<file path="src/rtl/rtc_poll_sched_if.sv">
// Read-engine bus between the poll scheduler (master) and the DS1302 read
// engine (slave): start strobe and command byte out, busy/done/data back.
interface rtc_poll_sched_if;
  logic       rd_start;
  logic [7:0] rd_cmd;
  logic       rd_busy;
  logic       rd_done;
  logic [7:0] rd_data;

  modport master (
    output rd_start,
    output rd_cmd,
    input  rd_busy,
    input  rd_done,
    input  rd_data
  );

  modport slave (
    input  rd_start,
    input  rd_cmd,
    output rd_busy,
    output rd_done,
    output rd_data
  );
endinterface

</file>
<file path="src/rtl/rtc_poll_sched.sv">
// rtc_poll_sched: periodic DS1302 time poller.
// Every POLL_TICKS tick pulses (or on force_poll) it reads seconds, minutes and
// hours through the read engine, stages them, and commits all three at once so
// downstream display logic only ever sees a coherent snapshot.
// Optional feature macro: RTC_SCHED_TIMEOUT_EN adds a WAIT-state watchdog that
// aborts a stalled read after TIMEOUT_CYC clocks and raises a sticky err flag.
module rtc_poll_sched #(
  parameter int unsigned POLL_TICKS  = 100,
  parameter int unsigned TIMEOUT_CYC = 1000,
  parameter logic [7:0]  CMD_SEC     = 8'h81,
  parameter logic [7:0]  CMD_MIN     = 8'h83,
  parameter logic [7:0]  CMD_HOUR    = 8'h85
) (
  input  logic                   clk,
  input  logic                   rst,
  input  logic                   tick,
  input  logic                   force_poll,
  rtc_poll_sched_if.master       rd,
  output logic [7:0]             sec_bcd,
  output logic [7:0]             min_bcd,
  output logic [7:0]             hour_bcd,
  output logic                   time_valid,
  output logic                   err
);

  typedef enum logic [1:0] {
    ST_IDLE   = 2'd0,
    ST_ISSUE  = 2'd1,
    ST_WAIT   = 2'd2,
    ST_COMMIT = 2'd3
  } state_t;

  localparam int unsigned   PW        = (POLL_TICKS > 1) ? $clog2(POLL_TICKS) : 1;
  localparam logic [PW-1:0] POLL_LAST = PW'(POLL_TICKS - 1);

  // CH (clock-halt) bit lives in bit 7 of seconds; hours keep only the
  // 24h/12h value bits, dropping the mode and AM/PM-adjacent upper bits.
  localparam logic [7:0] MASK_SEC  = 8'h7F;
  localparam logic [7:0] MASK_MIN  = 8'h7F;
  localparam logic [7:0] MASK_HOUR = 8'h3F;

  // Zero intervals would never fire or abort immediately; reject at elaboration.
  if (POLL_TICKS < 1 || TIMEOUT_CYC < 1) begin : g_cfg_check
    $error("rtc_poll_sched: POLL_TICKS and TIMEOUT_CYC must be >= 1");
  end

  state_t        state_r;
  logic [1:0]    idx_r;
  logic [PW-1:0] poll_cnt_r;
  logic          pend_r;
  logic          rd_start_r;
  logic [7:0]    rd_cmd_r;
  logic [7:0]    stage_sec_r;
  logic [7:0]    stage_min_r;
  logic [7:0]    stage_hour_r;
  logic [7:0]    sec_r;
  logic [7:0]    min_r;
  logic [7:0]    hour_r;
  logic          time_valid_r;
  logic          poll_hit_s;
  logic          req_s;

`ifdef RTC_SCHED_TIMEOUT_EN
  localparam int unsigned   TW           = (TIMEOUT_CYC > 1) ? $clog2(TIMEOUT_CYC) : 1;
  localparam logic [TW-1:0] TIMEOUT_LAST = TW'(TIMEOUT_CYC - 1);
  logic [TW-1:0] wait_cnt_r;
  logic          err_r;
`endif

  // Command byte for each step of the read sequence.
  function automatic logic [7:0] cmd_for(input logic [1:0] i);
    case (i)
      2'd0:    cmd_for = CMD_SEC;
      2'd1:    cmd_for = CMD_MIN;
      2'd2:    cmd_for = CMD_HOUR;
      default: cmd_for = CMD_SEC;
    endcase
  endfunction

  // Poll request decode: interval wrap from the tick timebase, or a forced poll.
  always_comb begin
    poll_hit_s = 1'b0;
    if (tick && (poll_cnt_r == POLL_LAST)) begin
      poll_hit_s = 1'b1;
    end else begin
      poll_hit_s = 1'b0;
    end
    req_s = poll_hit_s | force_poll;
  end

  // Poll timebase, pending-request latch and the read/commit sequencer.
  always_ff @(posedge clk) begin
    if (rst) begin
      state_r      <= ST_IDLE;
      idx_r        <= 2'd0;
      poll_cnt_r   <= '0;
      pend_r       <= 1'b0;
      rd_start_r   <= 1'b0;
      rd_cmd_r     <= 8'h00;
      stage_sec_r  <= 8'h00;
      stage_min_r  <= 8'h00;
      stage_hour_r <= 8'h00;
      sec_r        <= 8'h00;
      min_r        <= 8'h00;
      hour_r       <= 8'h00;
      time_valid_r <= 1'b0;
`ifdef RTC_SCHED_TIMEOUT_EN
      wait_cnt_r   <= '0;
      err_r        <= 1'b0;
`endif
    end else begin
      rd_start_r   <= 1'b0;
      time_valid_r <= 1'b0;

      if (tick) begin
        poll_cnt_r <= poll_hit_s ? '0 : poll_cnt_r + PW'(1);
      end

      // One-deep request latch; a request landing as IDLE consumes the
      // previous one is kept (set wins over clear below).
      if (req_s) begin
        pend_r <= 1'b1;
      end

      case (state_r)
        ST_IDLE: begin
          if (pend_r) begin
            pend_r  <= req_s;
            idx_r   <= 2'd0;
            state_r <= ST_ISSUE;
          end
        end

        ST_ISSUE: begin
          if (!rd.rd_busy) begin
            rd_start_r <= 1'b1;
            rd_cmd_r   <= cmd_for(idx_r);
`ifdef RTC_SCHED_TIMEOUT_EN
            wait_cnt_r <= '0;
`endif
            state_r    <= ST_WAIT;
          end
        end

        ST_WAIT: begin
          if (rd.rd_done) begin
            case (idx_r)
              2'd0: begin
                stage_sec_r <= rd.rd_data & MASK_SEC;
                idx_r       <= 2'd1;
                state_r     <= ST_ISSUE;
              end
              2'd1: begin
                stage_min_r <= rd.rd_data & MASK_MIN;
                idx_r       <= 2'd2;
                state_r     <= ST_ISSUE;
              end
              2'd2: begin
                stage_hour_r <= rd.rd_data & MASK_HOUR;
                state_r      <= ST_COMMIT;
              end
              default: begin
                state_r <= ST_IDLE;
              end
            endcase
          end
`ifdef RTC_SCHED_TIMEOUT_EN
          else if (wait_cnt_r == TIMEOUT_LAST) begin
            // Stalled engine: drop the partial sequence, keep old snapshot.
            err_r   <= 1'b1;
            state_r <= ST_IDLE;
          end else begin
            wait_cnt_r <= wait_cnt_r + TW'(1);
          end
`endif
        end

        ST_COMMIT: begin
          sec_r        <= stage_sec_r;
          min_r        <= stage_min_r;
          hour_r       <= stage_hour_r;
          time_valid_r <= 1'b1;
`ifdef RTC_SCHED_TIMEOUT_EN
          err_r        <= 1'b0;
`endif
          state_r      <= ST_IDLE;
        end

        default: begin
          state_r <= ST_IDLE;
        end
      endcase
    end
  end

  assign rd.rd_start = rd_start_r;
  assign rd.rd_cmd   = rd_cmd_r;
  assign sec_bcd     = sec_r;
  assign min_bcd     = min_r;
  assign hour_bcd    = hour_r;
  assign time_valid  = time_valid_r;

`ifdef RTC_SCHED_TIMEOUT_EN
  assign err = err_r;
`else
  assign err = 1'b0;
`endif

endmodule

</file>
<file path="src/flat_wrapper.sv">
// flat-port wrapper written by rule: the top's interface ports become plain ports
module rtc_poll_sched_flat 
#(
  parameter int unsigned POLL_TICKS  = 100,
  parameter int unsigned TIMEOUT_CYC = 1000,
  parameter logic [7:0]  CMD_SEC     = 8'h81,
  parameter logic [7:0]  CMD_MIN     = 8'h83,
  parameter logic [7:0]  CMD_HOUR    = 8'h85
)
  (clk, rst, tick, force_poll, sec_bcd, min_bcd, hour_bcd, time_valid, err, rd_rd_start, rd_rd_cmd, rd_rd_busy, rd_rd_done, rd_rd_data);
  rtc_poll_sched_if rd_i ();
  input  logic clk;
  input  logic rst;
  input  logic tick;
  input  logic force_poll;
  output logic [7:0] sec_bcd;
  output logic [7:0] min_bcd;
  output logic [7:0] hour_bcd;
  output logic time_valid;
  output logic err;
  output wire logic [$bits(rd_i.rd_start)-1:0] rd_rd_start;
  output wire logic [$bits(rd_i.rd_cmd)-1:0] rd_rd_cmd;
  input wire logic [$bits(rd_i.rd_busy)-1:0] rd_rd_busy;
  input wire logic [$bits(rd_i.rd_done)-1:0] rd_rd_done;
  input wire logic [$bits(rd_i.rd_data)-1:0] rd_rd_data;
  assign rd_rd_start = rd_i.rd_start;
  assign rd_rd_cmd = rd_i.rd_cmd;
  assign rd_i.rd_busy = rd_rd_busy;
  assign rd_i.rd_done = rd_rd_done;
  assign rd_i.rd_data = rd_rd_data;
  rtc_poll_sched #(.POLL_TICKS(POLL_TICKS), .TIMEOUT_CYC(TIMEOUT_CYC), .CMD_SEC(CMD_SEC), .CMD_MIN(CMD_MIN), .CMD_HOUR(CMD_HOUR)) u_core (.clk(clk), .rst(rst), .tick(tick), .force_poll(force_poll), .rd(rd_i), .sec_bcd(sec_bcd), .min_bcd(min_bcd), .hour_bcd(hour_bcd), .time_valid(time_valid), .err(err));
endmodule
</file>
<file path="config.mk">
export PLATFORM = sky130hd
export DESIGN_NAME = rtc_poll_sched_flat
export DESIGN_NICKNAME = d
export VERILOG_FILES = /design/src/rtl/rtc_poll_sched_if.sv /design/src/rtl/rtc_poll_sched.sv /design/src/flat_wrapper.sv
export SDC_FILE = /design/constraint.sdc
export NUM_CORES = 1
export LEC_CHECK = 0
export BUFFER_PORTS_ARGS = -buffer_cell sky130_fd_sc_hd__buf_2
export CAP_MARGIN = 10
export CORE_UTILIZATION = 53
export CTS_CLUSTER_SIZE = 24
export DETAILED_ROUTE_END_ITERATION = 16
export MAX_ROUTING_LAYER = met4
export PLACE_DENSITY_LB_ADDON = 0.3
export RECOVER_POWER = 25
export SLEW_MARGIN = 10
export SYNTH_ARGS = -nofsm -noshare
export SYNTH_HDL_FRONTEND = slang
export SYNTH_SLANG_ARGS = --single-unit
</file>
<file path="constraint.sdc">
create_clock -name clk -period 1.7 [get_ports clk]
set_input_delay 0.17 -clock clk [delete_from_list [all_inputs] [get_ports clk]]
set_output_delay 0.17 -clock clk [all_outputs]
set_load 0.01 [all_outputs]
</file>
* After elaboration in Yosys (flattened, before gate mapping)
Cells that the tools add are included.
** Storage, ports and cells
- Logic and storage cells :: 56
- Input port bits :: 14
- Output and inout port bits :: 35
- Flip-flop bits (word level) :: 62
** Cells by class
- Equal/unequal tests :: 10
- Multiplexer cells :: 17
- Reduce and logical (&&, ||, !) cells :: 12
- Bitwise operators :: 3
- $add $sub $neg :: 1
** Operators by type and width (count)
- $pmux 2 s2 :: 3
- $reduce_and 3->1 :: 4
- $mux 2 :: 5
- $pmux 2 s4 :: 1
- $add 7x1->7 const B :: 1
- $eq 7x7->1 const B :: 1
- $mux 7 :: 1
- $eq 2x2->1 const B :: 3
- $mux 1 :: 6
- $pmux 3 s2 :: 1
- $eq 2x1->1 const B :: 2
- $logic_not 2->1 :: 2
- $ne 2x2->1 const B :: 2
- $reduce_and 4->1 :: 1
- $reduce_or 2->1 :: 2
- $ne 3x1->1 const B :: 1
- $ne 2x1->1 const B :: 1
- $not 1->1 :: 2
- $reduce_and 2->1 :: 1
- $reduce_bool 2->1 :: 1
- $logic_and 1x1->1 :: 1
- $or 1x1->1 :: 1

* Depth between registers and ports, before layout
Gate-level depths: netlist of run 1.
- Word-level depth :: 7
- Mapped depth :: 5
- Mapped depth without buffers :: 4

* Least setup slack after synthesis of run 1
Ideal clock, no wire load.
- Kind :: reg-to-reg
- Start :: reg u_core.poll_cnt_r[0]
- End :: reg u_core.pend_r
- Stages on the path, launching flop included :: 4
- Data arrival time :: 1062 ps
- Buffers on the path :: 0
- Clock period less this slack :: 1182 ps
- Path slack :: 518 ps
- Cell sequence :: dfxtp_1 ha_1 and4_2 o31a_1
** On the way
- Word-level cells in the longest chain between the ends :: 7
** RTL lines
- start, declared :: line rtc_poll_sched.sv:49 : logic [PW-1:0] poll_cnt_r;
- start signal, assigned :: line rtc_poll_sched.sv:116 : poll_cnt_r <= poll_hit_s ? '0 : poll_cnt_r + PW'(1);
- $eq 7x7->1 * :: line rtc_poll_sched.sv:83 : if (tick && (poll_cnt_r == POLL_LAST)) begin
- $logic_and 1x1->1 * :: line rtc_poll_sched.sv:83
- $mux 1 * :: line rtc_poll_sched.sv:83
- $or 1x1->1 * :: line rtc_poll_sched.sv:88 : req_s = poll_hit_s | force_poll;
- $mux 1 :: line rtc_poll_sched.sv:121 : if (req_s) begin
- $mux 1 :: line rtc_poll_sched.sv:127 : if (pend_r) begin
- $mux 1 * :: line rtc_poll_sched.sv:125 : case (state_r)
- end signal, assigned :: line rtc_poll_sched.sv:128 : pend_r <= req_s;
- end, declared :: line rtc_poll_sched.sv:50 : logic pend_r;
Every way passes the cells marked *; elsewhere a longest branch is shown, timed or not.
A chain may end at the register's enable or synchronous reset.

* Final worst setup path of run 1
- Start :: reg u_core.state_r[1]
- End :: reg u_core.stage_sec_r[6]
** On the way
- Word-level cells in the longest chain between the ends :: 2
** RTL lines
- start, declared :: line rtc_poll_sched.sv:47 : state_t state_r;
- start signal, assigned :: line rtc_poll_sched.sv:94 : state_r <= ST_IDLE;
- start signal, assigned :: line rtc_poll_sched.sv:130 : state_r <= ST_ISSUE;
- start signal, assigned :: line rtc_poll_sched.sv:141 : state_r <= ST_WAIT;
- $eq 2x2->1 :: line rtc_poll_sched.sv:125
- $reduce_and 3->1 (no line)
- end signal, assigned :: line rtc_poll_sched.sv:149 : stage_sec_r <= rd.rd_data & MASK_SEC;
- end, declared :: line rtc_poll_sched.sv:53 : logic [7:0] stage_sec_r;
No other way between the ends.

==> results of run 1 <==
==> stage by stage <==
step | worst slack, ns | hold WS [ns]
floorplan | 0.518 | 0.306
global placement | 0.357 | 0.391
detailed placement | 0.337 | 0.398
CTS | 0.321 | 0.0605
global route | 0.223 | 0.0580
finish | 0.322 | 0.0711
==> state kept, by name, summed over array words and instances (netlist names) <==
signal,flops
u_core.rd.rd_start,1
u_core.hour_bcd,6
u_core.stage_min_r,7
u_core.pend_r,1
u_core.min_bcd,7
u_core.stage_sec_r,7
u_core.state_r,2
u_core.time_valid,1
u_core.idx_r,2
u_core.stage_hour_r,6
u_core.rd.rd_cmd,3
u_core.poll_cnt_r,7
u_core.sec_bcd,7
==> synthesized netlist by cell type (all sizes together) (2+ instances only) <==
| library cell | number |
|---|---|
| nand4 | 3 |
| dfxtp | 57 |
| buf | 18 |
| nor2b | 5 |
| nand2 | 73 |
| o21ai | 2 |
| or3 | 3 |
| o21bai | 2 |
| nand3 | 2 |
| mux2i | 24 |
| inv | 2 |
| nor3 | 4 |
| nand3b | 3 |
| a211oi | 2 |
| clkbuf | 8 |
| a21oi | 22 |
| xor2 | 3 |
| nor2 | 9 |
| and2 | 2 |
| nand2b | 2 |
==> logic make-up after synthesis <==
logic type	share of synthesized area [%]
other	0.163
and+or+nand+nor	22.2
DFF	49.7
adders and majority gates	0.545
xor gates and xnor gates	1.14
buffers and inverters	6.81
muxes	10.5
AOI/OAI and AO/OA	9.04
==> routing by layer <==
layer | up-vias | share of wire (%) | GRT usage (%)
li1 | 919 | - | -
met5 | - | 0 | -
met1 | 826 | 49 | 26.0
met2 | 43 | 46 | 33.4
met4 | 0 | 1.6 | 10.9
met3 | 8 | 3.7 | 5.00
==> layout make-up <==
cell class,instances,area share (%)
Tap cell,50,2.36
Multi-Input combinational cell,182,38.8
Sequential cell,57,43.0
Clock buffer,14,6.88
Timing Repair Buffer,44,8.38
Inverter,2,0.283
Clock inverter,2,0.377
==> where the power goes <==
group,internal (uW),switching (uW)
logic,53.5,78.5
registers,1350,20.7
clock network,684,513
total,2090,612
==> worst reg2reg max path, delay by kind of cell (launching register included) <==
| kind | cells | cell delay, ns |
|---|---|---|
| flops | 1 | 0.59 |
| simple gates | 2 | 0.54 |
| mux | 1 | 0.14 |
==> path summary, 6_finish.rpt <==
| path | start | to | slack [ns] | depth (start not counted) |
|---|---|---|---|---|
| worst min register to register | u_core.min_bcd[1] | u_core.min_bcd[1] | 0.45 | 2 |
| worst max-delay path | u_core.state_r[1] | u_core.stage_sec_r[6] | 0.32 | 3 |
| worst max register to register | u_core.state_r[1] | u_core.stage_sec_r[6] | 0.32 | 3 |
| worst min-delay path | force_poll | u_core.pend_r | 0.07 | 2 |
==> reports/results.ini, run 1 <==
[status]
status = completed

[setup_path]
cp_num_buf_inv = 0
end_kind = flop
path_class = reg -> reg
crit_chain = nand3b_1 -> or3_1 -> mux2i_1
cp_slowest_stage_delay_ns = 0.59
crit_path_start_kind = flop
crit_path_top_delay_cell = dfxtp_1
cp.arrival_ns = 1.59
critical_path.top_delay_family = flip-flops
path_max_fanout = 13
crit_required_ns = 1.91

[global_route]
grt_first_pass_wirelength_um = 6890
grt_max_degree = 34
grt_usage_pct = 21.5
grt_pass1_vias = 1576
grt_antenna_before_repair = 0
gr-total-overflow = 0

[logic_synthesis]
yosys.area.top_type = dfxtp_1
avgSynthCellArea_um2 = 8.87
synth_cell_type_count = 38
netlist_area_um2 = 2300
yosysSeqAreaShare_pct = 49.7
synthTopCellsByArea = dfxtp_1 50%, nand2_1 12%, mux2i_1 10%, a21oi_1 4.8%, buf_4 3.6%
syn_inst = 259
synth_top_area_share_pct = 49.7
synth_top_flop_cell = dfxtp_1
synth-edff-count = 0
synthArstFlopShare_pct = 0
ys_ff_latch = 57
yosysWarnings = 0

[pwr]
leakage_uw = 0.00112
ir_worst_vdd_mv = 0.552
power.density_nw_per_um2 = 1020
total_power_uw = 2700

[clocking]
clock_path_buffers = 2
cts_made_buffers = 9
post_cts.resized_instances = 0
hold_buffers = 0
htree_num_levels = 3
clk-insertion-delay-late_ns = 0.32
cts_setup_buffers = 0
clockRootBuffer = clkbuf_8
clkTransAtPathRegs_ns = 0.06
cts.sinks = 57
cts_tree = yes

[cells_and_area]
area_growth_pct = 15.6
post-route-util_pct = 65.0
n_fill_cell = 378
final_common_cell = nand2_1
antenna_cells = 0
final_cell_mix = 73 x nand2_1, 57 x dfxtp_1, 24 x mux2i_1
finalNetCount = 311
area.sequential_um2 = 1140
instances_no_fill = 351
drive_above_1_share_pct = 15.0
stdcell_area_um2 = 2660
multi_input_area_um2 = 1030

[placement]
io_buffers = 38
dp_hpwl_um = 2790
dpl-instance-area_um2 = 2490
gp_congestion = 0.797
placedCellCount = 335

[drt]
drt_iter0_drc = 135
drtPass1Iterations = 4
routedWlPerCell_um = 12.4
wirelength_um = 4340
drc = 0
vias = 1796
vias_per_cell = 5.12
route.antenna.remaining_nets = 0

[hold_path]
hold_class = in -> reg

[floorplan]
row_count = 23
ios = 49
core_area_um2 = 4090
die_area_um2 = 4600
die_h_um = 67.8
initial_core_util_pct = 56.2
die_w_um = 67.8

[timing]
hold_violations = 0
rsz0062_at_grt = no
setup_tns_ns = 0
max_freq_mhz = 726
min_period_over_period_pct = 81.1
finClkSkew_ns = 0.00520
fin_crit_ns = 1.38
finalSetupViolCount = 0
drv_slew = 0

[run]
cap_violations = 0

Note: power is estimated with default switching activity, not from simulation.
==> run 2: changes to the inputs <==
Settings changed: CORE_UTILIZATION 53 to 48.
Clock period 1.7 ns to 1.2 ns, I/O delays scaled along.
==> reports/results.ini, run 2 (same netlist as run 1, synthesis figures left out) <==
[timing]
fin_crit_ns = 1.16  ; -0.220 ns
finClkSkew_ns = 0.00886  ; +0.00367 ns
rsz0062_at_grt = yes
finalSetupViolCount = 0  ; unchanged
min_period_over_period_pct = 96.5  ; +15 points
max_freq_mhz = 863  ; +19%
hold_violations = 0  ; unchanged
drv_slew = 0  ; unchanged
setup_ws_ns = 0.0417  ; -0.280 ns

[drt]
vias_per_cell = 4.99  ; -2.4%
drtPass1Iterations = 10  ; +6
routedWlPerCell_um = 12.5  ; +0.62%
drt_iter0_drc = 132  ; -2.2%
vias = 1863  ; +3.7%
drc = 0  ; unchanged
wirelength_um = 4640  ; +6.9%
route.antenna.remaining_nets = 0  ; unchanged

[cells_and_area]
final_common_cell = nand2_1
antenna_cells = 0  ; unchanged
finalNetCount = 331  ; +6.4%
area_growth_pct = 27.9
instances_no_fill = 373  ; +6.3%
drive_above_1_share_pct = 25.2  ; +10 points
final_cell_mix = 73 x nand2_1, 50 x dfxtp_1, 24 x mux2i_1

[floorplan]
row_count = 24  ; +4.3%
initial_core_util_pct = 51.3  ; -4.9 points
die_w_um = 71.2  ; +4.9%
die_h_um = 71.2  ; +4.9%
ios = 49  ; unchanged
core_area_um2 = 4470  ; +9.5%
die_area_um2 = 5070  ; +10%

[pwr]
power.density_nw_per_um2 = 1480  ; +46%
leakage_uw = 0.00126  ; +13%
total_power_uw = 4360  ; +62%
ir_worst_vdd_mv = 0.883  ; +60%

[placement]
gp_congestion = 0.817  ; +2.4%
dpl_worst_slack_ns = -0.0163  ; -0.353 ns
placedCellCount = 356  ; +6.3%
io_buffers = 38  ; unchanged
dp_hpwl_um = 3110  ; +11%

[setup_path]
r2r-end = u_core.poll_cnt_r[5]
crit_required_ns = 1.47  ; -0.44 ns
end_kind = flop
cp-startpoint = u_core.poll_cnt_r[1]
r2r_start = u_core.poll_cnt_r[1]
reg2reg_slack_ns = 0.04  ; -0.28 ns
crit_path_start_kind = flop
cp.arrival_ns = 1.43  ; -0.16 ns
path_max_fanout = 3  ; -10
path_class = reg -> reg
rr_worst_depth = 4  ; +1

[clocking]
cts_tree = yes
cts_setup_buffers = 0  ; unchanged
cts.sinks = 57  ; unchanged
cts_made_buffers = 9  ; unchanged
clockRootBuffer = clkbuf_8
clock_path_buffers = 2  ; unchanged
clkTransAtPathRegs_ns = 0.07  ; about the same
htree_num_levels = 3  ; unchanged
clk-insertion-delay-late_ns = 0.34  ; +0.02 ns

[global_route]
grt_usage_pct = 20.6  ; -0.91 points
grt_pass1_vias = 1680  ; +6.6%
grt_antenna_before_repair = 0  ; unchanged
grt_first_pass_wirelength_um = 7550  ; +9.5%
grt_max_degree = 33  ; -2.9%
gr-total-overflow = 0  ; unchanged

[hold_path]
hold_class = in -> reg
min_path_cells = 3  ; +1
hold_start = rd_rd_data[6]
hold_path_end = u_core.stage_min_r[6]

[run]
cap_violations = 0  ; unchanged

[status]
status = completed

-- run 2: worst max-delay path by stage --
stage | end | depth (start not counted) | slack (ns)
finish | u_core.poll_cnt_r[5] | 4 | 0.04
detailed placement | u_core.poll_cnt_r[2] | 3 | -0.02
global route | u_core.poll_cnt_r[5] | 3 | -0.02
global placement | u_core.poll_cnt_r[0] | 3 | 0.02
CTS | u_core.pend_r | 3 | 0.0001
floorplan | u_core.pend_r | 3 | 0.02
-- run 2: metrics by stage --
step	setup TNS (ns)	hold slack [ns]	util [%]	cell area, um2
floorplan	0	0.256	-	2330
global placement	0	0.351	59.1	2650
detailed placement	-0.0428	0.353	59.1	2650
CTS	0	0.0533	65.0	2910
global route	-0.0187	0.0656	65.7	2940
finish	0	0.0635	65.7	2940
-- run 2: layout make-up --
type	instances	area, um2
fill	402	1540
sequential	57	1150
multi-input combinational	182	1080
timing repair buffer	64	395
clock buffer	9	124
clock inverter	7	119
tap	52	65.1
inverter	2	7.51
-- run 2: critical path, stage by stage (launching register included) --
cell and delay [ns]:
dfxtp_2 0.35, buf_4 0.12, nand2_1 0.07, or3_4 0.33
a211oi_2 0.20
-- run 2: where the power goes --
| group | internal (uW) | total (uW) | switching [uW] |
|---|---|---|---|
| sequential | 1910 | 1930 | 20.2 |
| combinational | 117 | 254 | 137 |
| clock | 1380 | 2180 | 800 |
-- run 2: metal layers --
| metal | up-vias | part of all wire, % | global-route usage (%) |
|---|---|---|---|
| li1 | 956 | - | - |
| met1 | 860 | 48 | 24.5 |
| met2 | 39 | 47 | 31.2 |
| met3 | 8 | 3.4 | 5.98 |
| met4 | 0 | 2.1 | 11.3 |
| met5 | - | 0 | - |
-- run 2: timing repair --
item                       in CTS  in global routing
resized for setup               4                 14
hold endpoints to repair        1                  0
hold buffers                    1                  0
setup endpoints to repair       5                 38
pin swaps                       0                  1
